### config.mk
export PLATFORM = sky130hd
export DESIGN_NAME = caliptra_prim_clock_sel_ctrl_flat
export DESIGN_NICKNAME = d
export VERILOG_FILES = /design/src/rtl/caliptra_prim_clock_sel_pkg.sv /design/src/rtl/caliptra_prim_clock_sel_ctrl_if.sv /design/src/rtl/caliptra_prim_clock_sel_ctrl.sv /design/src/flat_wrapper.sv
export SDC_FILE = /design/constraint.sdc
export NUM_CORES = 1
export LEC_CHECK = 0
export ABC_AREA = 1
export ABC_CLOCK_PERIOD_IN_PS = 2900
export CAP_MARGIN = 20
export CORE_UTILIZATION = 29
export CTS_CLUSTER_DIAMETER = 30
export DETAILED_ROUTE_END_ITERATION = 7
export GPL_TIMING_DRIVEN = 1
export RECOVER_POWER = 25
export SYNTH_ARGS = -nofsm -noshare
export SYNTH_HDL_FRONTEND = slang
export SYNTH_SLANG_ARGS = --single-unit
### constraint.sdc
create_clock -name clk_i -period 2.9 [get_ports clk_i]
set_input_delay 0.58 -clock clk_i [delete_from_list [all_inputs] [get_ports clk_i]]
set_output_delay 0.58 -clock clk_i [all_outputs]
set_load 0.01 [all_outputs]
### src/rtl/caliptra_prim_clock_sel_pkg.sv
// Shared types for the N-way break-before-make clock select controller.
package caliptra_prim_clock_sel_pkg;

    typedef enum logic [1:0] {
        IDLE   = 2'd0,
        DRAIN  = 2'd1,
        ENABLE = 2'd2,
        DONE   = 2'd3
    } clk_sel_state_e;

    function automatic int max_int(input int a, input int b);
        return (a > b) ? a : b;
    endfunction

endpackage

### src/rtl/caliptra_prim_clock_sel_ctrl_if.sv
// Request/ack and gate-enable bundle between a requester and the clock select controller.
interface caliptra_prim_clock_sel_ctrl_if #(
    parameter int NumClk = 4,
    parameter int SelW   = $clog2(NumClk)
);
    logic              req_i;
    logic [SelW-1:0]   sel_i;
    logic              ack_o;
    logic              err_o;
    logic              busy_o;
    logic [NumClk-1:0] en_o;
    logic [SelW-1:0]   cur_sel_o;

    modport master (
        output req_i, sel_i,
        input  ack_o, err_o, busy_o, en_o, cur_sel_o
    );

    modport slave (
        input  req_i, sel_i,
        output ack_o, err_o, busy_o, en_o, cur_sel_o
    );
endinterface

### src/rtl/caliptra_prim_clock_sel_ctrl.sv
// Break-before-make select among NumClk gated clock sources: drop all enables,
// wait OffCycles, enable the target, wait SettleCycles, then acknowledge.
module caliptra_prim_clock_sel_ctrl
    import caliptra_prim_clock_sel_pkg::*;
#(
    parameter int NumClk       = 4,
    parameter int OffCycles    = 4,
    parameter int SettleCycles = 4,
    parameter int ResetSel     = 0,
    localparam int SelW        = $clog2(NumClk)
) (
    input logic clk_i,
    input logic rst_i,
    caliptra_prim_clock_sel_ctrl_if.slave bus
);

    localparam int CntW = $clog2(max_int(OffCycles, SettleCycles) + 1);

    if (NumClk < 2) begin : g_chk_numclk
        $error("NumClk must be at least 2");
    end
    if (OffCycles < 1) begin : g_chk_off
        $error("OffCycles must be at least 1");
    end
    if (SettleCycles < 1) begin : g_chk_settle
        $error("SettleCycles must be at least 1");
    end
    if ((ResetSel < 0) || (ResetSel >= NumClk)) begin : g_chk_resetsel
        $error("ResetSel must index a valid source");
    end

    function automatic logic [NumClk-1:0] onehot(input logic [SelW-1:0] idx);
        logic [NumClk-1:0] vec;
        vec      = '0;
        vec[idx] = 1'b1;
        return vec;
    endfunction

    clk_sel_state_e    state;
    logic [CntW-1:0]   cnt;
    logic [SelW-1:0]   tgt;
    logic [SelW-1:0]   cur_sel;
    logic [NumClk-1:0] en;
    logic              ack;
    logic              err;
    logic              sel_bad;

    // With a power-of-two source count every encodable index is valid.
    if ((1 << SelW) == NumClk) begin : g_all_valid
        assign sel_bad = 1'b0;
    end else begin : g_range_chk
        assign sel_bad = (bus.sel_i > SelW'(NumClk - 1));
    end

    always_ff @(posedge clk_i) begin
        if (rst_i) begin
            state   <= IDLE;
            cnt     <= '0;
            tgt     <= SelW'(ResetSel);
            cur_sel <= SelW'(ResetSel);
            en      <= onehot(SelW'(ResetSel));
            ack     <= 1'b0;
            err     <= 1'b0;
        end else begin
            unique case (state)
                IDLE: begin
                    ack <= 1'b0;
                    err <= 1'b0;
                    if (bus.req_i) begin
                        if (sel_bad) begin
                            state <= DONE;
                            ack   <= 1'b1;
                            err   <= 1'b1;
                        end else if (bus.sel_i == cur_sel) begin
                            state <= DONE;
                            ack   <= 1'b1;
                        end else begin
                            state <= DRAIN;
                            tgt   <= bus.sel_i;
                            en    <= '0;
                            cnt   <= CntW'(OffCycles - 1);
                        end
                    end
                end
                DRAIN: begin
                    if (cnt == '0) begin
                        state   <= ENABLE;
                        en      <= onehot(tgt);
                        cur_sel <= tgt;
                        cnt     <= CntW'(SettleCycles - 1);
                    end else begin
                        en  <= '0;
                        cnt <= cnt - 1'b1;
                    end
                end
                ENABLE: begin
                    if (cnt == '0) begin
                        state <= DONE;
                        ack   <= 1'b1;
                        err   <= 1'b0;
                    end else begin
                        cnt <= cnt - 1'b1;
                    end
                end
                DONE: begin
                    state <= IDLE;
                    ack   <= 1'b0;
                    err   <= 1'b0;
                end
                default: state <= IDLE;
            endcase
        end
    end

    assign bus.ack_o     = ack;
    assign bus.err_o     = err;
    assign bus.busy_o    = (state != IDLE);
    assign bus.en_o      = en;
    assign bus.cur_sel_o = cur_sel;

    a_en_onehot0: assert property (@(posedge clk_i) disable iff (rst_i)
        $onehot0(en));
    a_drain_all_off: assert property (@(posedge clk_i) disable iff (rst_i)
        (state == DRAIN) |-> (en == '0));
    a_sel_known: assert property (@(posedge clk_i) disable iff (rst_i)
        bus.req_i |-> !$isunknown(bus.sel_i));

endmodule

### src/flat_wrapper.sv
// flat-port wrapper written by rule: the top's interface ports become plain ports
module caliptra_prim_clock_sel_ctrl_flat import caliptra_prim_clock_sel_pkg::*;
#(
    parameter int NumClk       = 4,
    parameter int OffCycles    = 4,
    parameter int SettleCycles = 4,
    parameter int ResetSel     = 0,
    localparam int SelW        = $clog2(NumClk)
)
  (clk_i, rst_i, bus_req_i, bus_sel_i, bus_ack_o, bus_err_o, bus_busy_o, bus_en_o, bus_cur_sel_o);
  caliptra_prim_clock_sel_ctrl_if #(.NumClk(NumClk)) bus_i ();
  input logic clk_i;
  input logic rst_i;
  input wire logic [$bits(bus_i.req_i)-1:0] bus_req_i;
  input wire logic [$bits(bus_i.sel_i)-1:0] bus_sel_i;
  output wire logic [$bits(bus_i.ack_o)-1:0] bus_ack_o;
  output wire logic [$bits(bus_i.err_o)-1:0] bus_err_o;
  output wire logic [$bits(bus_i.busy_o)-1:0] bus_busy_o;
  output wire logic [$bits(bus_i.en_o)-1:0] bus_en_o;
  output wire logic [$bits(bus_i.cur_sel_o)-1:0] bus_cur_sel_o;
  assign bus_i.req_i = bus_req_i;
  assign bus_i.sel_i = bus_sel_i;
  assign bus_ack_o = bus_i.ack_o;
  assign bus_err_o = bus_i.err_o;
  assign bus_busy_o = bus_i.busy_o;
  assign bus_en_o = bus_i.en_o;
  assign bus_cur_sel_o = bus_i.cur_sel_o;
  caliptra_prim_clock_sel_ctrl #(.NumClk(NumClk), .OffCycles(OffCycles), .SettleCycles(SettleCycles), .ResetSel(ResetSel)) u_core (.clk_i(clk_i), .rst_i(rst_i), .bus(bus_i));
endmodule
# Yosys cells after proc, flatten, opt, wreduce, memory -nomap -nowiden
# Index checks and enable logic that the tools add are counted.
# totals
regBits	15
output_inout_bits	9
elab_cells	58
# op_classes
n_addsub	1
magnitude_cmp	2
eq_ne	9
muxes	22
n_bitwise	1
reduce_logical	16
# ops
op	count
2-to-1 mux 3 bit	4
2-to-1 mux 4 bit	3
case mux 3 bit (3 select lines)	1
AND reduction 3 bit	3
2-to-1 mux 2 bit	4
case mux 2 bit (4 select lines)	1
case mux 4 bit (2 select lines)	1
inequality test 2 bit, second input constant	3
AND reduction 2 bit	3
nonzero test 2 bit	3
nonzero test 3 bit	2
2-to-1 mux 1 bit	5
equality test 2 bit, second input constant	2
inequality test 2 x 1 -> 1 bit, second input constant	2
AND reduction 4 bit	1
zero test 3 bit	1
less-than comparator 2 x 3 -> 1 bit, second input constant	1
case mux 1 bit (3 select lines)	1
subtractor 3 x 1 -> 3 bit, second input constant	1
demux 1 bit (select 2 bit)	1
equality test 2 x 1 -> 1 bit, second input constant	1
equality test 2 bit	1
>= comparator 2 x 1 -> 1 bit, second input constant	1
zero test 2 bit	1
other kinds (4)	4

# Logic depth before layout (Yosys ltp)
# logic_depth
word_depth	6
mapped_depth	9
depth_no_buf	9

# Worst setup path before layout
# OpenSTA, ideal clock, no wires.
# synth_path
path_kind	register to output
startpoint	reg u_core.state[0]
endpoint	out bus_busy_o
t_arrival_ns	0.827
required_time_ns	2.320
setup_slack_ns	1.493
path_stages_with_launch	4
path_buffers	0
cell_sequence	dfxtp_1 -> inv_1 -> ha_1 -> inv_2
# synth_between
elab_chain_cells	1
# synth_lines
element	line	text
start: declaration	caliptra_prim_clock_sel_ctrl.sv:39	clk_sel_state_e state;
start signal: assignment	caliptra_prim_clock_sel_ctrl.sv:57	state <= IDLE;
start signal: assignment	caliptra_prim_clock_sel_ctrl.sv:71	state <= DONE;
start signal: assignment	caliptra_prim_clock_sel_ctrl.sv:75	state <= DONE;
nonzero test 2 bit	caliptra_prim_clock_sel_ctrl.sv:117	assign bus.busy_o = (state != IDLE);
end: declaration	flat_wrapper.sv:18	output wire logic [$bits(bus_i.busy_o)-1:0] bus_busy_o;
# No other way between the ends.

# Worst setup path after layout
# layout_path
startpoint	reg u_core.state[1]
endpoint	out bus_busy_o
# Same word-level chain as after synthesis.

==> metrics.csv <==
metric;value;unit
synth_top_area_share;0.308;
coreArea;2880;sq um
crit_required;2.32;ns
syn-mean-instance-area;6.95;sq um
fin_cells;188;
place_congestion;0.950;
timing.final.crit_share;0.794;
status;finished with violations;
pwr-share-seq;0.279;
grt_pass1_wl;3220;microns
ys_async_sr_fraction;0;
route.detailed.drc;1;
syn_inst;131;
power.leakage;0.512;nW
drive_gt1_frac;0.158;
grt_pass1_vias;791;
path_class;flop to output port;
wl_per_cell;9.85;microns
start_util;0.317;
cp-startpoint;u_core.state[1];
p_clk_frac;0.131;
drv_slew;0;
num_rows;19;
area_growth;20.5;%
drv_cap;0;
hpwlAfterDp;1450;microns
crit_end;bus_busy_o;
yosys_most_used_dff;dfxtp_1;
yosysMostFrequentCell;nand2_1;
io_buffers;12;
drt_iter0_drc;23;
fin_tns_setup;0;ns
swShare;0.446;
hp-class;flop to flop;
min_period;2.30;ns
seq_area_frac_synth;0.308;
yosys_register_bits;14;
endpoint_kind;output port;
ys_warn_count;0;
power_frac_comb;0.590;
power;1.11;mW
fin_area;1100;sq um
viasPerCell;4.39;
hold_viol;0;
ant_nets;0;
cts_resized;0;
intPower;0.615;mW
arrival;1.72;ns
ff2ff_setup_slack;1.34;ns
crit_fanout;6;
synth.top_cells.by_area;dfxtp_1 (31%), ha_1 (9.6%), nand2_1 (9.1%);
io_pins;14;
r2r_start;u_core.state[1];
peakVddDrop;0.547;mV
nets;159;
p_switching;0.495;mW
max_freq;434;MHz
final_util;0.381;
wl;1850;microns
worstSetupStartpointType;flop;
synth.net_count;143;
rr_endpoint;u_core.bus.en_o[0];
yosys.area.top_type;dfxtp_1;
synth_edf_count;0;
cts-hold-fix-buffers;0;
die-area;3370;sq um
synthTopCellsByCount;nand2_1 (22), inv_1 (17), dfxtp_1 (14), nor2_1 (14);
preCtsSetupSlack;0.914;ns
n_fill_cell;315;
synth_area;911;sq um
grt_overflow;0;
clkTransAtPathRegs;0.09;ns
postPlaceCellArea;1080;sq um
finalSetupViolations;0;
cts-root-buf;clkbuf_4;
htree_levels;1;
cts_buffers;3;
clock_latency;0.28;ns
timing.hold.ws;0.492;ns
postCtsSetupBuffers;0;
fin_ws;0.598;ns
fp.dieW;58.0;microns
clock-skew-final;0.00359;ns
die_h;58.0;microns
dr_total_vias;826;
powerDensity;1010;nW/um^2
grt_max_degree;11;
failed_checks;design-rule violations;
grt_setup_unrepaired;false;
worst_r2r_path_depth;8;
grt_usage;0.123;
drt_first_pass_iters;8;
dp.cells;184;
antennaDiodeCount;0;
cts_buffer_depth;2;
cts_tree;yes;
ys_types;26;
antenna_found_initial;0;
tritoncts_num_sinks;14;
-- kinds of logic (layout without fill, tap and decap cells) --
| group | count (synthesis) | count (layout) | synth area share |
|---|---|---|---|
| other cells | 1 | 1 | 0.00412 |
| flops | 14 | 14 | 0.308 |
| fa+ha+maj | 7 | 7 | 0.0961 |
| compound gates | 16 | 16 | 0.100 |
| buf+inv | 25 | 40 | 0.111 |
| simple gates | 68 | 68 | 0.381 |
-- registers in the layout, indices dropped and copies added (netlist names) --
signal                count
u_core.bus.ack_o          1
u_core.bus.cur_sel_o      2
u_core.bus.en_o           4
u_core.cnt                3
u_core.state              2
u_core.tgt                2
-- cell usage in the layout (no fill, tap or decap), drive strengths merged --
cell type      Yosys  final
a21oi             10     10
dlygate4sd3        0      1
nand3             12     12
o21bai             1      1
dfxtp             14     14
nor2              18     18
a211oi             1      1
clkdlybuf4s50      0     11
clkbuf             0      4
nand3b             3      3
clkinv             1      1
nor3               3      3
ha                 7      7
nor3b              1      1
nand2             30     30
o211ai             1      1
o21ai              3      3
conb               1      1
inv               23     23
nand4              1      1
-- how the worst min path moves through the flow --
stage | from | end | slack, ns | depth (start not counted)
finish | u_core.cnt[1] | u_core.cnt[1] | 0.49 | 2
detailed placement | u_core.cnt[1] | u_core.cnt[1] | 0.48 | 2
global placement | u_core.cnt[1] | u_core.cnt[1] | 0.47 | 2
CTS | u_core.cnt[1] | u_core.cnt[1] | 0.50 | 2
floorplan | u_core.cnt[1] | u_core.cnt[1] | 0.45 | 2
global route | u_core.cnt[1] | u_core.cnt[1] | 0.51 | 2
-- routing by layer --
metal  track usage  vias to the layer above  wire (microns)
met3        0.0491                        2              56
met1         0.155                      376             913
met5             0                        -               0
li1              -                      440               -
met2         0.200                        8             867
met4        0.0238                        0              14
-- power by group through the flow --
stage | sequential, mW | clock [mW] | combinational, mW
after CTS | 0.310 | 0.150 | 0.676
after global placement | 0.313 | 0 | 0.657
final | 0.309 | 0.146 | 0.655
after floorplan | 0.325 | 0 | 0.474
after detailed placement | 0.315 | 0 | 0.673
after global routing | 0.317 | 0.157 | 0.745
-- area by class of cell --
cell class              count  area [sq um]  area share
multi-input cells          92           514       0.469
inverters                  24          93.8      0.0855
clock buffers               4          36.3      0.0331
well taps                  42          52.6      0.0479
repair buffers             12           120       0.109
flip-flops and latches     14           280       0.255
-- critical path, cell delays in order (launching register included) --
cell and delay [ns]:
dfxtp_1 0.41, inv_1 0.12, ha_1 0.29, inv_2 0.09
clkdlybuf4s50_1 0.53
(Power assumes the default switching activity.)
